===== src/rtl/calc_port_req_issuer_if.sv =====
// Host-side command channel plus the DUT request/response channel of one calculator port.
interface calc_port_req_issuer_if;
   logic        in_valid;
   logic        in_ready;
   logic [3:0]  in_cmd;
   logic [3:0]  in_d1;
   logic [3:0]  in_d2;
   logic [3:0]  in_r1;
   logic [31:0] in_data;

   logic [3:0]  req_cmd;
   logic [3:0]  req_d1;
   logic [3:0]  req_d2;
   logic [3:0]  req_r1;
   logic [1:0]  req_tag;
   logic [31:0] req_data;

   logic [1:0]  out_resp;
   logic [1:0]  out_tag;
   logic [31:0] out_data;

   logic        rsp_valid;
   logic [1:0]  rsp_code;
   logic [1:0]  rsp_tag;
   logic [31:0] rsp_data;
   logic        rsp_timeout;
   logic        err_spurious;
   logic        busy;

   modport master (
      input  in_valid, in_cmd, in_d1, in_d2, in_r1, in_data,
      input  out_resp, out_tag, out_data,
      output in_ready,
      output req_cmd, req_d1, req_d2, req_r1, req_tag, req_data,
      output rsp_valid, rsp_code, rsp_tag, rsp_data, rsp_timeout,
      output err_spurious, busy
   );

   modport slave (
      output in_valid, in_cmd, in_d1, in_d2, in_r1, in_data,
      output out_resp, out_tag, out_data,
      input  in_ready,
      input  req_cmd, req_d1, req_d2, req_r1, req_tag, req_data,
      input  rsp_valid, rsp_code, rsp_tag, rsp_data, rsp_timeout,
      input  err_spurious, busy
   );
endinterface


===== src/rtl/calc_port_req_issuer.sv =====
// Per-port request issuer: buffers host commands, allocates one of four tags per request,
// spaces requests by one idle cycle, and retires responses or timed-out tags.
module calc_port_req_issuer #(
   parameter int unsigned FIFO_DEPTH = 4,
   parameter int unsigned TIMEOUT    = 64
) (
   input logic                    clk,
   input logic                    reset,
   calc_port_req_issuer_if.master bus
);
   localparam int unsigned AW = $clog2(FIFO_DEPTH);
   localparam int unsigned CW = AW + 1;
   localparam int unsigned TW = $clog2(TIMEOUT + 1);

   typedef enum logic [1:0] {IDLE, ISSUE, GAP, WAIT_TAG} state_t;

   typedef struct packed {
      logic [3:0]  cmd;
      logic [3:0]  d1;
      logic [3:0]  d2;
      logic [3:0]  r1;
      logic [31:0] data;
   } entry_t;

   state_t        state, state_next;
   entry_t        fifo_mem [FIFO_DEPTH];
   logic [AW-1:0] rd_ptr, wr_ptr;
   logic [CW-1:0] count;
   logic [3:0]    tag_busy;
   logic [TW-1:0] timer [4];

   logic       push, issue, fifo_nonempty, any_free, resp_hit, spurious, exp_any;
   logic [1:0] alloc_tag, exp_tag;
   logic [3:0] expired;

   entry_t      req_q;
   logic [1:0]  req_tag_q;
   logic        rsp_valid_q, rsp_timeout_q, err_q;
   logic [1:0]  rsp_code_q, rsp_tag_q;
   logic [31:0] rsp_data_q;

   assign bus.in_ready  = (count != CW'(FIFO_DEPTH));
   assign push          = bus.in_valid && bus.in_ready;
   assign fifo_nonempty = (count != '0);
   assign resp_hit      = (bus.out_resp != 2'b00) && tag_busy[bus.out_tag];
   assign spurious      = (bus.out_resp != 2'b00) && !tag_busy[bus.out_tag];

   // A timer at 1 marks the expiry cycle; 0 means a timeout deferred by a same-cycle response.
   always_comb begin
      alloc_tag = '0;
      any_free  = 1'b0;
      exp_tag   = '0;
      exp_any   = 1'b0;
      expired   = '0;
      for (int unsigned i = 0; i < 4; i++) begin
         expired[i] = tag_busy[i] && (timer[i] <= TW'(1));
         if (!tag_busy[i] && !any_free) begin
            alloc_tag = 2'(i);
            any_free  = 1'b1;
         end
         if (expired[i] && !exp_any) begin
            exp_tag = 2'(i);
            exp_any = 1'b1;
         end
      end
   end

   // GAP takes the IDLE decision itself so back-to-back requests sustain one per two cycles.
   always_comb begin
      state_next = state;
      case (state)
         ISSUE:   state_next = GAP;
         default: begin
            if (!fifo_nonempty)
               state_next = IDLE;
            else if (any_free)
               state_next = ISSUE;
            else
               state_next = WAIT_TAG;
         end
      endcase
   end

   assign issue = (state_next == ISSUE);

   always_ff @(posedge clk) begin
      if (push)
         fifo_mem[wr_ptr] <= '{bus.in_cmd, bus.in_d1, bus.in_d2, bus.in_r1, bus.in_data};
   end

   always_ff @(posedge clk) begin
      if (reset) begin
         state         <= IDLE;
         rd_ptr        <= '0;
         wr_ptr        <= '0;
         count         <= '0;
         tag_busy      <= '0;
         req_q         <= '0;
         req_tag_q     <= '0;
         rsp_valid_q   <= 1'b0;
         rsp_timeout_q <= 1'b0;
         rsp_code_q    <= '0;
         rsp_tag_q     <= '0;
         rsp_data_q    <= '0;
         err_q         <= 1'b0;
         for (int unsigned i = 0; i < 4; i++)
            timer[i] <= '0;
      end else begin
         state <= state_next;
         if (push)
            wr_ptr <= wr_ptr + AW'(1);
         if (issue)
            rd_ptr <= rd_ptr + AW'(1);
         count     <= count + CW'(push) - CW'(issue);
         req_q     <= issue ? fifo_mem[rd_ptr] : '0;
         req_tag_q <= issue ? alloc_tag : '0;

         rsp_valid_q   <= resp_hit || exp_any;
         rsp_timeout_q <= !resp_hit && exp_any;
         rsp_tag_q     <= resp_hit ? bus.out_tag : (exp_any ? exp_tag : '0);
         rsp_code_q    <= resp_hit ? bus.out_resp : '0;
         rsp_data_q    <= resp_hit ? bus.out_data : '0;
         err_q         <= err_q || spurious;

         for (int unsigned i = 0; i < 4; i++) begin
            if (issue && alloc_tag == 2'(i)) begin
               tag_busy[i] <= 1'b1;
               timer[i]    <= TW'(TIMEOUT);
            end else if ((resp_hit && bus.out_tag == 2'(i)) ||
                         (!resp_hit && exp_any && exp_tag == 2'(i))) begin
               tag_busy[i] <= 1'b0;
               timer[i]    <= '0;
            end else if (tag_busy[i] && timer[i] != '0) begin
               timer[i] <= timer[i] - TW'(1);
            end
         end
      end
   end

   assign bus.req_cmd      = req_q.cmd;
   assign bus.req_d1       = req_q.d1;
   assign bus.req_d2       = req_q.d2;
   assign bus.req_r1       = req_q.r1;
   assign bus.req_data     = req_q.data;
   assign bus.req_tag      = req_tag_q;
   assign bus.rsp_valid    = rsp_valid_q;
   assign bus.rsp_timeout  = rsp_timeout_q;
   assign bus.rsp_code     = rsp_code_q;
   assign bus.rsp_tag      = rsp_tag_q;
   assign bus.rsp_data     = rsp_data_q;
   assign bus.err_spurious = err_q;
   assign bus.busy         = (count != '0) || (tag_busy != '0);
endmodule

===== src/flat_wrapper.sv =====
// flat-port wrapper written by rule: the top's interface ports become plain ports
module calc_port_req_issuer_flat 
#(
   parameter int unsigned FIFO_DEPTH = 4,
   parameter int unsigned TIMEOUT    = 64
)
  (clk, reset, bus_in_valid, bus_in_cmd, bus_in_d1, bus_in_d2, bus_in_r1, bus_in_data, bus_out_resp, bus_out_tag, bus_out_data, bus_in_ready, bus_req_cmd, bus_req_d1, bus_req_d2, bus_req_r1, bus_req_tag, bus_req_data, bus_rsp_valid, bus_rsp_code, bus_rsp_tag, bus_rsp_data, bus_rsp_timeout, bus_err_spurious, bus_busy);
  calc_port_req_issuer_if bus_i ();
  input logic clk;
  input logic reset;
  input wire logic [$bits(bus_i.in_valid)-1:0] bus_in_valid;
  input wire logic [$bits(bus_i.in_cmd)-1:0] bus_in_cmd;
  input wire logic [$bits(bus_i.in_d1)-1:0] bus_in_d1;
  input wire logic [$bits(bus_i.in_d2)-1:0] bus_in_d2;
  input wire logic [$bits(bus_i.in_r1)-1:0] bus_in_r1;
  input wire logic [$bits(bus_i.in_data)-1:0] bus_in_data;
  input wire logic [$bits(bus_i.out_resp)-1:0] bus_out_resp;
  input wire logic [$bits(bus_i.out_tag)-1:0] bus_out_tag;
  input wire logic [$bits(bus_i.out_data)-1:0] bus_out_data;
  output wire logic [$bits(bus_i.in_ready)-1:0] bus_in_ready;
  output wire logic [$bits(bus_i.req_cmd)-1:0] bus_req_cmd;
  output wire logic [$bits(bus_i.req_d1)-1:0] bus_req_d1;
  output wire logic [$bits(bus_i.req_d2)-1:0] bus_req_d2;
  output wire logic [$bits(bus_i.req_r1)-1:0] bus_req_r1;
  output wire logic [$bits(bus_i.req_tag)-1:0] bus_req_tag;
  output wire logic [$bits(bus_i.req_data)-1:0] bus_req_data;
  output wire logic [$bits(bus_i.rsp_valid)-1:0] bus_rsp_valid;
  output wire logic [$bits(bus_i.rsp_code)-1:0] bus_rsp_code;
  output wire logic [$bits(bus_i.rsp_tag)-1:0] bus_rsp_tag;
  output wire logic [$bits(bus_i.rsp_data)-1:0] bus_rsp_data;
  output wire logic [$bits(bus_i.rsp_timeout)-1:0] bus_rsp_timeout;
  output wire logic [$bits(bus_i.err_spurious)-1:0] bus_err_spurious;
  output wire logic [$bits(bus_i.busy)-1:0] bus_busy;
  assign bus_i.in_valid = bus_in_valid;
  assign bus_i.in_cmd = bus_in_cmd;
  assign bus_i.in_d1 = bus_in_d1;
  assign bus_i.in_d2 = bus_in_d2;
  assign bus_i.in_r1 = bus_in_r1;
  assign bus_i.in_data = bus_in_data;
  assign bus_i.out_resp = bus_out_resp;
  assign bus_i.out_tag = bus_out_tag;
  assign bus_i.out_data = bus_out_data;
  assign bus_in_ready = bus_i.in_ready;
  assign bus_req_cmd = bus_i.req_cmd;
  assign bus_req_d1 = bus_i.req_d1;
  assign bus_req_d2 = bus_i.req_d2;
  assign bus_req_r1 = bus_i.req_r1;
  assign bus_req_tag = bus_i.req_tag;
  assign bus_req_data = bus_i.req_data;
  assign bus_rsp_valid = bus_i.rsp_valid;
  assign bus_rsp_code = bus_i.rsp_code;
  assign bus_rsp_tag = bus_i.rsp_tag;
  assign bus_rsp_data = bus_i.rsp_data;
  assign bus_rsp_timeout = bus_i.rsp_timeout;
  assign bus_err_spurious = bus_i.err_spurious;
  assign bus_busy = bus_i.busy;
  calc_port_req_issuer #(.FIFO_DEPTH(FIFO_DEPTH), .TIMEOUT(TIMEOUT)) u_core (.clk(clk), .reset(reset), .bus(bus_i));
endmodule

===== config.mk =====
export PLATFORM = sky130hd
export DESIGN_NAME = calc_port_req_issuer_flat
export DESIGN_NICKNAME = d
export VERILOG_FILES = /design/src/rtl/calc_port_req_issuer_if.sv /design/src/rtl/calc_port_req_issuer.sv /design/src/flat_wrapper.sv
export SDC_FILE = /design/constraint.sdc
export NUM_CORES = 1
export LEC_CHECK = 0
export ABC_AREA = 1
export BUFFER_PORTS_ARGS = -buffer_cell sky130_fd_sc_hd__buf_2
export CORE_UTILIZATION = 50
export DETAILED_ROUTE_END_ITERATION = 10
export PLACE_DENSITY = 0.83
export SLEW_MARGIN = 20
export SYNTH_ARGS = -nofsm -noshare
export SYNTH_HDL_FRONTEND = slang
export SYNTH_SLANG_ARGS = --single-unit

===== constraint.sdc =====
create_clock -name clk -period 4.8 [get_ports clk]
set_clock_uncertainty 0.05 [all_clocks]
set_input_delay 0.24 -clock clk [delete_from_list [all_inputs] [get_ports clk]]
set_output_delay 0.24 -clock clk [all_outputs]
set_load 0.02 [all_outputs]

==> results of run 1 <==
[logic make-up (layout without fill, tap and decap cells)]
family,after synthesis,after routing
buf+inv,132,410
compound gates,184,184
xor+xnor,15,15
flops,322,322
fa+ha+maj,19,19
simple gates,388,388
[sequential cells by signal, summed over array words and instances, names as in the netlist]
register	count
u_core.bus.req_r1	4
u_core.tag_busy	4
u_core.bus.rsp_timeout	1
u_core.bus.req_tag	2
u_core.bus.req_d2	4
u_core.timer	28
u_core.fifo_mem	192
u_core.bus.rsp_tag	2
u_core.bus.err_spurious	1
u_core.bus.req_d1	4
u_core.bus.req_data	32
u_core.bus.req_cmd	4
u_core.rd_ptr	2
u_core.bus.rsp_valid	1
u_core.state	2
u_core.bus.rsp_data	32
u_core.count	3
u_core.wr_ptr	2
u_core.bus.rsp_code	2
[worst paths after layout]
| path | start | end | slack [ps] |
|---|---|---|---|
| worst min-delay path | bus_in_valid | u_core.wr_ptr[0]$_SDFFE_PP0P_ | 360 |
| worst max-delay path | u_core.rd_ptr[0]$_SDFFE_PP0N_ | u_core.bus.req_cmd[0]$_SDFF_PP0_ | 2050 |
| worst min register to register | u_core.state[0]$_SDFF_PP0_ | u_core.state[1]$_SDFF_PP0_ | 430 |
| worst max register to register | u_core.rd_ptr[0]$_SDFFE_PP0N_ | u_core.bus.req_cmd[0]$_SDFF_PP0_ | 2050 |
[metal layers]
layer / track usage [%] / share of wire, % / vias up
li1: - / - / 4060
met1: 25.43 / 40 / 4022
met2: 36.39 / 50 / 322
met3: 2.891 / 5.6 / 70
met4: 9.293 / 3.8 / 0
met5: 0 / 0 / -
[worst register-to-register path: stages, from the launching register on]
cell and delay, ps:
dfxtp_4 1000, inv_2 620, buf_4 470, o21ai_0 350, a21oi_1 110
[synth_stat cells, types with 2 or more instances]
| cell | instances | area share, % |
|---|---|---|
| or2_2 | 2 | 0.10 |
| nand3_2 | 2 | 0.17 |
| nand3_1 | 13 | 0.54 |
| xor2_1 | 9 | 0.65 |
| ha_1 | 18 | 1.9 |
| inv_1 | 80 | 2.5 |
| buf_2 | 17 | 0.70 |
| o21ai_0 | 109 | 4.5 |
| a21oi_1 | 64 | 2.7 |
| dfxtp_1 | 102 | 17 |
| nand2_2 | 3 | 0.16 |
| clkbuf_1 | 25 | 0.78 |
| o21ai_1 | 2 | 0.083 |
| inv_2 | 6 | 0.19 |
| nand4_1 | 6 | 0.31 |
| nor2_1 | 298 | 9.3 |
| buf_1 | 2 | 0.062 |
| xnor2_1 | 6 | 0.43 |
| nand2_1 | 50 | 1.6 |
| edfxtp_1 | 220 | 55 |
| nor3_1 | 5 | 0.21 |
[area by class of cell]
cell class | instances | share of cell area (%)
flip-flops and latches | 322 | 57.43
multi-input cells | 606 | 19.60
repair buffers | 267 | 11.77
clock buffers | 39 | 5.612
well taps | 319 | 2.648
inverters | 86 | 2.142
clock inverters | 18 | 0.7887
[where the power goes]
group	internal (mW)	switching [mW]	total, mW
logic	0.618	1.27	1.88
registers	3.42	0.332	3.75
clock network	1.29	1.00	2.30
[timing repair]
item,4_1_cts,5_1_grt
endpoints found under the hold margin,235,0
setup endpoints to repair,0,0
hold buffers,85,0
gates resized for setup,0,0
==> results.md, run 1 <==
- Status: complete, no violations
- NumNets Final: 1420
- Ys Warns: 0
- CTS Root Cell: clkbuf_16
- Clk slew on worst S/H paths: 60 ps
- Distinct cells, synth: 42
- Post-synthesis adder-cell area fraction: 2.029%
- DRC Markers: 0
- Highest-count cells in the layout ignoring fill and taps: 294 x nor2_1, 220 x edfxtp_1, 177 x buf_2
- Maximum VDD drop: 0.0003528 V
- Final core utilization: 63.82%
- Leak Pwr: 6.127 nW
- Fin. Hold Viols: 0
- Post-Synth Simple-Gate Area: 13.12%
- PortBufs: 177
- Fill count: 1732
- Largest net degree at the start of global routing: 99
- IO Count: 178
- Netlist Area Pre-Place: 12090 sq um
- Max cap viols: 0
- Startpoint types: flop
- Power Density: 526.3 nW/um^2
- Async set-reset flop share out of synthesis: 0%
- Worst slew pin tran: 1130 ps
- CP peak stage delay: 1000 ps
- Area Growth Syn to Fin: 24.69%
- Fin. max-slew vios: 0
- CORE AREA: 23610 sq um
- Setup_tns: 0 ps
- GR Overflow Total: 0
- Worst-Skew Late Latency: 550 ps
- Primary FF master, synth: edfxtp_1
- Worst EP arrival: 3100 ps
- Mean post-synth cell area: 11.40 sq um
- Max clock buf depth: 3
- Worst Path Required: 5150 ps
- Register area: 8656 sq um
- Routed wire length: 26180 um
- Site row count: 56
- Pre-CTS WS: 2202 ps
- Syn Inst Count: 1060
- Global-route wire length before repair: 40230 um
- Number of antenna repair diodes: 0
- First DRT Iteration DRCs: 658
- Final worst path period need: 2748 ps
- Initial antenna violation count: 0
- Final Cycle Share: 57.24%
- Final setup fails: 0
- Worst-path fanout max: 98
- Largest family of logic cells by synthesized area: simple AND/OR/NAND/NOR gates
- Crit-path cells: inv_2 -> buf_4 -> o21ai_0 -> a21oi_1
- Routability cong.: 0.8690
- Crit path depth: 4
- Die width: 157.5 um
- Vias in the first global route: 8280
- Placed cell area: 13250 sq um
- Wire per inst: 15.80 um
- Multi-input logic area: 2954 sq um
- Layout cell share with drive strength beyond 1: 19.36%
- DRT antenna net count: 0
- Hold crit path type: input port to flop
- H-tree level count: 1
- RSZ-0062 raised after global routing: no
- Starting density of the core: 51.19%
- Commonest non-fill, non-tap cell in the layout: nor2_1
- Hold depth: 3
- Synth Area in Compound Gates: 7.899%
- CTS tree: done
- Cells on worst reg2reg path: 4
- Post-synthesis sequential area ratio: 71.55%
- Detailed Place HPWL: 14640 um
- Mux cell area share after synthesis: 0%
- Worst setup path category: flop to flop
- Worst path bufs/invs: 2
- Total power: 7.932 mW
- XOR/XNOR Fraction of Synth Area: 1.087%
- CP top delay family: flip-flops
- Peak Freq: 363.9 MHz
- Crit end category: flop
- Crit-path slowest cell: dfxtp_4
- Die Ht: 157.5 um
- Slew headroom: 24.65%
- Setup Fix Bufs, Post-CTS: 0
- Number of synthesized flops with an enable pin: 220
- Via count: 8474
- Tot GR Track Use: 20.74%
- Fin cells: 1657
- Yosys reg bits: 322
- DR pass1 iterations: 5
- Hold_ws: 358.2 ps
- Synthesized Nets: 1166
- Clock Sinks: 322
- Dpl cells: 1515
- Via density: 5.114
- Final worst slack: 2052 ps
- Full die area: 24800 sq um
- Final instance area: 15070 sq um
- CTS buffer count: 31
Note: power is estimated with default switching activity, not from simulation.
==> run 2, diff against run 1 <==
--- a/config.mk
+++ b/config.mk
@@ -5,11 +5,11 @@
 export SDC_FILE = /design/constraint.sdc
 export NUM_CORES = 1
 export LEC_CHECK = 0
-export ABC_AREA = 1
+export ABC_AREA = 0
 export BUFFER_PORTS_ARGS = -buffer_cell sky130_fd_sc_hd__buf_2
 export CORE_UTILIZATION = 50
 export DETAILED_ROUTE_END_ITERATION = 10
-export PLACE_DENSITY = 0.83
+export PLACE_DENSITY = 0.86
 export SLEW_MARGIN = 20
 export SYNTH_ARGS = -nofsm -noshare
 export SYNTH_HDL_FRONTEND = slang
==> constraint.sdc (replaced) <==
create_clock -name clk -period 2.38 [get_ports clk]
set_clock_uncertainty 0.05 [all_clocks]
set_input_delay 0.119 -clock clk [delete_from_list [all_inputs] [get_ports clk]]
set_output_delay 0.119 -clock clk [all_outputs]
set_load 0.02 [all_outputs]
==> run 2 against run 1 <==
  * Clock-buffer cell count increased by 4
  * Routed wire length is 9.1% lower
  * Synthesized area down 2.3%
==> results.md, run 2 <==
- Status: complete, no violations (unchanged)
- Crit-path cells: nor3_2 -> nor3b_2 -> ha_1 -> inv_1 -> ha_1 -> inv_1 -> fa_1 -> xor2_1 -> xnor2_1 -> nor2_1 (was inv_2 -> buf_4 -> o21ai_0 -> a21oi_1)
- Crit-path slowest cell: dfxtp_1 (was dfxtp_4)
- Worst Path Required: 2750 ps (was 5150 ps)
- Top reg by flops: u_core.fifo_mem (unchanged)
- Synthesized Nets: 814 (was 1166)
- DR pass1 iterations: 4 (was 5)
- Hold depth: 4 (was 3)
- DRC Markers: 0 (unchanged)
- Slew headroom: 66.13% (was 24.65%)
- Wire per inst: 17.85 um (was 15.80 um)
- CTS tree: done (unchanged)
- Maximum VDD drop: 0.0007977 V (was 0.0003528 V)
- Yosys reg bits: 322 (unchanged)
- Fill count: 1534 (was 1732)
- Via density: 5.212 (was 5.114)
- Mean post-synth cell area: 16.68 sq um (was 11.40 sq um)
- Leak Pwr: 5.965 nW (was 6.127 nW)
- Worst-path fanout max: 4 (was 98)
- Final setup fails: 0 (unchanged)
- Max cap viols: 0 (unchanged)
- Synth top area share: 55.95% (was 54.66%)
- Crit path depth: 10 (was 4)
- Top cells by count, synth: 220 x edfxtp_1, 102 x dfxtp_1, 56 x nor2_1 (was 298 x nor2_1, 220 x edfxtp_1, 109 x o21ai_0)
- Worst-Skew Late Latency: 560 ps (was 550 ps)
- Startpoint types: flop (unchanged)
- Largest area contributor in the netlist: edfxtp_1 (unchanged)
- IO Count: 178 (unchanged)
- Initial antenna violation count: 1 (was 0)
- Number of synthesized flops with an enable pin: 220 (unchanged)
- NumNets Final: 1100 (was 1420)
- CTS buffer count: 31 (unchanged)
- Netlist Area Pre-Place: 11810 sq um (was 12090 sq um)
- Full die area: 24230 sq um (was 24800 sq um)
- Post-synthesis sequential area ratio: 73.24% (was 71.55%)
- Routed wire length: 23790 um (was 26180 um)
- Worst EP arrival: 2600 ps (was 3100 ps)
- Worst path bufs/invs: 2 (unchanged)
- H-tree level count: 1 (unchanged)
- Final worst path period need: 2231 ps (was 2748 ps)
- Power Density: 1050 nW/um^2 (was 526.3 nW/um^2)
- CP peak stage delay: 410 ps (was 1000 ps)
- Register area: 8655 sq um (was 8656 sq um)
- Clock Sinks: 322 (unchanged)
- PortBufs: 177 (unchanged)
- Peak Freq: 448.3 MHz (was 363.9 MHz)
- Fin. Hold Viols: 0 (unchanged)
- CORE AREA: 22920 sq um (was 23610 sq um)
- Distinct cells, synth: 54 (was 42)
- Vias in the first global route: 7320 (was 8280)
- Setup_tns: 0 ps (unchanged)
- DRT antenna net count: 0 (unchanged)
- Final Cycle Share: 93.73% (was 57.24%)
- Syn Inst Count: 708 (was 1060)
- Die Ht: 155.7 um (was 157.5 um)
- Worst setup path category: flop to flop (unchanged)
- Ys Warns: 0 (unchanged)
- First DRT Iteration DRCs: 335 (was 658)
- Area Growth Syn to Fin: 27.77% (was 24.69%)
- Multi-input logic area: 2993 sq um (was 2954 sq um)
- Max reg flops: 192 (unchanged)
- Max clock buf depth: 3 (unchanged)
- Primary FF master, synth: edfxtp_1 (unchanged)
- Highest-count cells in the layout ignoring fill and taps: 220 x edfxtp_1, 177 x buf_2, 99 x dfxtp_1 (was 294 x nor2_1, 220 x edfxtp_1, 177 x buf_2)
- Total power: 15.84 mW (was 7.932 mW)
- Hold crit path type: input port to flop (unchanged)
- Site row count: 55 (was 56)
- Async set-reset flop share out of synthesis: 0% (unchanged)
- CTS Root Cell: clkbuf_16 (unchanged)
- Largest net degree at the start of global routing: 50 (was 99)
- Via count: 6948 (was 8474)
- Tot GR Track Use: 19.85% (was 20.74%)
- Die width: 155.7 um (was 157.5 um)
- Clk slew on worst S/H paths: 60 ps (about the same)
- Fin. max-slew vios: 0 (unchanged)
- Layout cell share with drive strength beyond 1: 31.70% (was 19.36%)
- GR Overflow Total: 0 (unchanged)
- Worst slew pin tran: 508.1 ps (was 1130 ps)
- Starting density of the core: 51.53% (was 51.19%)
- Cells on worst reg2reg path: 10 (was 4)
- CP top delay family: adder cells (was flip-flops)
- Top-count cell post-synth: edfxtp_1 (was nor2_1)
- Synth top area cells: edfxtp_1 56%, dfxtp_1 17%, mux4_2 9.3% (was edfxtp_1 55%, dfxtp_1 17%, nor2_1 9.3%)
- Global-route wire length before repair: 37220 um (was 40230 um)
- Crit end category: flop (unchanged)
- Detailed Place HPWL: 14240 um (was 14640 um)
- Commonest non-fill, non-tap cell in the layout: edfxtp_1 (was nor2_1)
- Routability cong.: 0.8651 (was 0.8690)
==> run 2: cell types whose count changed after synthesis, moves of 6 or more <==
cell and delta:
nor2_1 -242, mux4_2 +49, buf_2 -12, and2_1 +36, o21ai_0 -104, nand2_1 -30
a21oi_1 -57, and3_1 +54, xnor2_1 +8, inv_2 -6, inv_1 -62, nand3_1 -9
==> run 2: layout make-up <==
| type | instances | share of cell area, % |
|---|---|---|
| diodes | 1 | 0.01659 |
| inverters | 18 | 0.4478 |
| clock inverters | 15 | 0.8293 |
| multi-input cells | 333 | 19.84 |
| well taps | 313 | 2.596 |
| repair buffers | 288 | 13.14 |
| clock buffers | 43 | 5.772 |
| flip-flops and latches | 322 | 57.36 |
==> run 2: what timing repair did <==
action / CTS / global route
hold buffers: 85 / 0
setup buffers: 0 / 3
endpoints found under the setup margin: 0 / 23
gates resized for setup: 0 / 4
hold endpoints to repair: 240 / 0
==> run 2: worst register-to-register path, stage by stage, from the launching register on <==
cell,delay (ps)
dfxtp_1,410
nor3_2,90
nor3b_2,250
ha_1,270
inv_1,50
ha_1,140
inv_1,50
fa_1,410
xor2_1,180
xnor2_1,130
nor2_1,50
==> run 2: metrics by stage <==
stage	hold WS (ps)	instance area [sq um]	setup WS, ps	utilization [%]	cells
floorplan	167.9	11810	23.21	-	708
global placement	268.0	13200	158.0	57.59	1186
detailed placement	270.9	13200	78.40	57.59	1186
CTS	17.52	15040	58.15	65.65	1329
global route	68.75	15090	-38.63	65.84	1333
finish	24.20	15090	149.2	65.84	1333
==> run 2: power by group <==
group / total (mW) / internal (mW) / switching, mW
combinational: 3.79 / 1.74 / 2.05
sequential: 7.33 / 6.91 / 0.418
clock: 4.71 / 2.68 / 2.03
total: 15.8 / 11.3 / 4.50
==> run 2: cells by family after synthesis <==
family	Yosys count	synth area share (%)
compound gates	34	2.109
xor+xnor	23	1.706
fa+ha+maj	19	2.077
buf+inv	53	1.748
flops	322	73.24
mux	52	9.611
simple gates	205	9.505
==> run 2: worst paths after layout <==
| check | to | start | slack [ps] |
|---|---|---|---|
| max | u_core.count[2]$_SDFF_PP0_ | u_core.count[1]$_SDFF_PP0_ | 150 |
| min | u_core.wr_ptr[0]$_SDFFE_PP0P_ | bus_in_valid | 20 |
| max reg2reg | u_core.count[2]$_SDFF_PP0_ | u_core.count[1]$_SDFF_PP0_ | 150 |
| min reg2reg | u_core.bus.err_spurious$_SDFF_PP0_ | u_core.bus.err_spurious$_SDFF_PP0_ | 430 |
==> run 2: layer usage <==
layer  vias to the layer above  wire [um]  GRT usage, %
met2                       220      12290         35.77
met4                         0        733         7.376
met3                        51       1189         3.056
li1                       3227          -             -
met5                         -          0             0
met1                      3450       9576         24.10
==> run 3, diff against run 2 <==
--- a/config.mk
+++ b/config.mk
@@ -9,7 +9,7 @@
 export BUFFER_PORTS_ARGS = -buffer_cell sky130_fd_sc_hd__buf_2
 export CORE_UTILIZATION = 50
 export DETAILED_ROUTE_END_ITERATION = 10
-export PLACE_DENSITY = 0.86
+export PLACE_DENSITY = 0.83
 export SLEW_MARGIN = 20
 export SYNTH_ARGS = -nofsm -noshare
 export SYNTH_HDL_FRONTEND = slang
==> constraint.sdc (replaced) <==
create_clock -name clk -period 2.6 [get_ports clk]
set_clock_uncertainty 0.05 [all_clocks]
set_input_delay 0.13 -clock clk [delete_from_list [all_inputs] [get_ports clk]]
set_output_delay 0.13 -clock clk [all_outputs]
set_load 0.02 [all_outputs]
==> run 3 against run 2 <==
  * Critical path depth fell by 6
  * Non-clock buffer count fell by 9
  * Combinational power fell by 10%
  * Power is 7.6% lower
  * Critical endpoint is now u_core.timer[2][2]$_SDFFCE_PN0P_
  * Largest power group unchanged
  * Highest routed layer unchanged
  * Hold slack better by 54 ps
  * Sequential power fell by 8.3%
  * Via count fell by 0.42%
  * Worst setup slack better by 43 ps
  * Maximum frequency fell by 7.3%
==> results.md, run 3 (synthesized netlist as in run 2, its figures left out) <==
- Status: complete, no violations (unchanged)
- Maximum VDD drop: 0.0007072 V (was 0.0007977 V)
- H-tree level count: 2 (was 1)
- Leak Pwr: 5.944 nW (was 5.965 nW)
- Fin. max-slew vios: 0 (unchanged)
- Crit end category: flop (unchanged)
- Final worst path period need: 2407 ps (was 2231 ps)
- Worst Path Required: 2730 ps (was 2750 ps)
- Worst setup path category: flop to flop (unchanged)
- Die Ht: 155.7 um (unchanged)
- Gate power share: 23.2% (was 24.0%)
- Routability cong.: 0.8602 (was 0.8651)
- Peak Freq: 415.4 MHz (was 448.3 MHz)
- Max cap viols: 0 (unchanged)
- Setup Fix Bufs, Post-CTS: 0 (unchanged)
- CTS Root Cell: clkbuf_16 (unchanged)
- Starting density of the core: 51.53% (unchanged)
- DRC Markers: 0 (unchanged)
- Via density: 5.206 (was 5.212)
- Area Growth Syn to Fin: 27.94% (was 27.77%)
- CTS tree: done (unchanged)
- Vias in the first global route: 7250 (was 7320)
- RSZ-0062 raised after global routing: no
- Flop pwr share: 45.9% (was 46.3%)
- Fin. Hold Viols: 0 (unchanged)
- Via count: 6919 (was 6948)
- Power Density: 968.9 nW/um^2 (was 1050 nW/um^2)
- Final Cycle Share: 92.59% (was 93.73%)
- Startpoint types: flop (unchanged)
- Site row count: 55 (unchanged)
- Layout cell share with drive strength beyond 1: 30.37% (was 31.70%)
- Clk slew on worst S/H paths: 60 ps (about the same)
- Worst-path fanout max: 7 (was 4)
- Hold crit path type: input port to flop (unchanged)
- CORE AREA: 22920 sq um (unchanged)
- DRT antenna net count: 0 (unchanged)
- Wire per inst: 18.08 um (was 17.85 um)
- Die width: 155.7 um (unchanged)
- Global-route wire length before repair: 37430 um (was 37220 um)
- NumNets Final: 1094 (was 1100)
- Final setup fails: 0 (unchanged)
- Max reg flops: 192 (unchanged)
- GR Overflow Total: 0 (unchanged)
- CTS buffer count: 34 (was 31)
- Setup_tns: 0 ps (unchanged)
- Detailed Place HPWL: 14390 um (was 14240 um)
- Hold_ws: 78.68 ps (was 24.20 ps)
- Initial antenna violation count: 1 (unchanged)
- IO Count: 178 (unchanged)
- Highest-count cells in the layout ignoring fill and taps: 220 x edfxtp_1, 177 x buf_2, 100 x dfxtp_1 (was 220 x edfxtp_1, 177 x buf_2, 99 x dfxtp_1)
- Slew headroom: 65.55% (was 66.13%)
- Commonest non-fill, non-tap cell in the layout: edfxtp_1 (unchanged)
- Full die area: 24230 sq um (unchanged)
- Worst slew pin tran: 516.8 ps (was 508.1 ps)
- Net Switching: 4.135 mW (was 4.499 mW)
- Routed wire length: 24030 um (was 23790 um)
- Clk pwr share: 30.9% (was 29.8%)
- First DRT Iteration DRCs: 400 (was 335)
- Clock Sinks: 322 (unchanged)
- Largest net degree at the start of global routing: 50 (unchanged)
- Top reg by flops: u_core.fifo_mem (unchanged)
- Worst EP arrival: 2540 ps (was 2600 ps)
- Sw frac: 28.25% (was 28.41%)
- Max clock buf depth: 3 (unchanged)
- Internal Power: 10.50 mW (was 11.34 mW)
- PortBufs: 177 (unchanged)
- DR pass1 iterations: 6 (was 4)
- Tot GR Track Use: 20.17% (was 19.85%)
- Worst-Skew Late Latency: 520 ps (was 560 ps)
run 3: path summary, 6_finish.rpt:
check / startpoint / end / slack [ps] / cells after the start
max reg2reg: u_core.timer[2][2]$_SDFFCE_PN0P_ / u_core.timer[2][2]$_SDFFCE_PN0P_ / 190 / 4
min: bus_in_valid / u_core.wr_ptr[0]$_SDFFE_PP0P_ / 80 / 4
max: u_core.timer[2][2]$_SDFFCE_PN0P_ / u_core.timer[2][2]$_SDFFCE_PN0P_ / 190 / 4
min reg2reg: u_core.bus.err_spurious$_SDFF_PP0_ / u_core.bus.err_spurious$_SDFF_PP0_ / 440 / 2
run 3: repair_timing:
action	CTS	global route
resized for setup	0	1
setup endpoints to repair	0	1
hold buffers	85	0
endpoints found under the hold margin	234	0
run 3: final cells by class:
| cell class | count | area, sq um |
|---|---|---|
| clock inverters | 14 | 138.9 |
| well taps | 313 | 391.6 |
| flip-flops and latches | 322 | 8653 |
| diodes | 2 | 5.005 |
| multi-input cells | 333 | 2975 |
| inverters | 18 | 67.56 |
| repair buffers | 279 | 1952 |
| fillers | 1570 | 7809 |
| clock buffers | 48 | 923.4 |
run 3: per-layer routing:
metal	wire length [um]	part of all wire [%]	global-route usage [%]
met1	9491	40	24.27
met5	0	0	0
met2	12530	52	35.81
met4	673	2.8	7.656
met3	1328	5.5	4.083
run 3: critical path, cell delays in order, from the launching register on:
cell and delay [ps]:
edfxtp_1 440, nor4_1 480, o2111ai_1 330, nor4_2 430
nand4b_1 340
run 3: power groups by stage:
stage / combinational, mW / clock, mW / sequential, mW
floorplan: 2.01 / 0 / 7.01
CTS: 3.42 / 4.63 / 6.74
finish: 3.40 / 4.52 / 6.72
detailed placement: 3.29 / 0 / 6.84
global route: 3.68 / 4.82 / 6.81
global placement: 3.23 / 0 / 6.80
run 3: stage by stage:
stage | setup slack [ps] | util, % | std cells | area, sq um | total power, mW
detailed placement | 117.7 | 57.53 | 1180 | 13180 | 10.13
floorplan | 182.7 | - | 708 | 11810 | 9.022
global placement | 230.0 | 57.53 | 1180 | 13180 | 10.02
global route | 65.53 | 65.91 | 1328 | 15100 | 15.30
finish | 192.5 | 65.92 | 1329 | 15110 | 14.64
CTS | 99.70 | 65.88 | 1327 | 15100 | 14.78
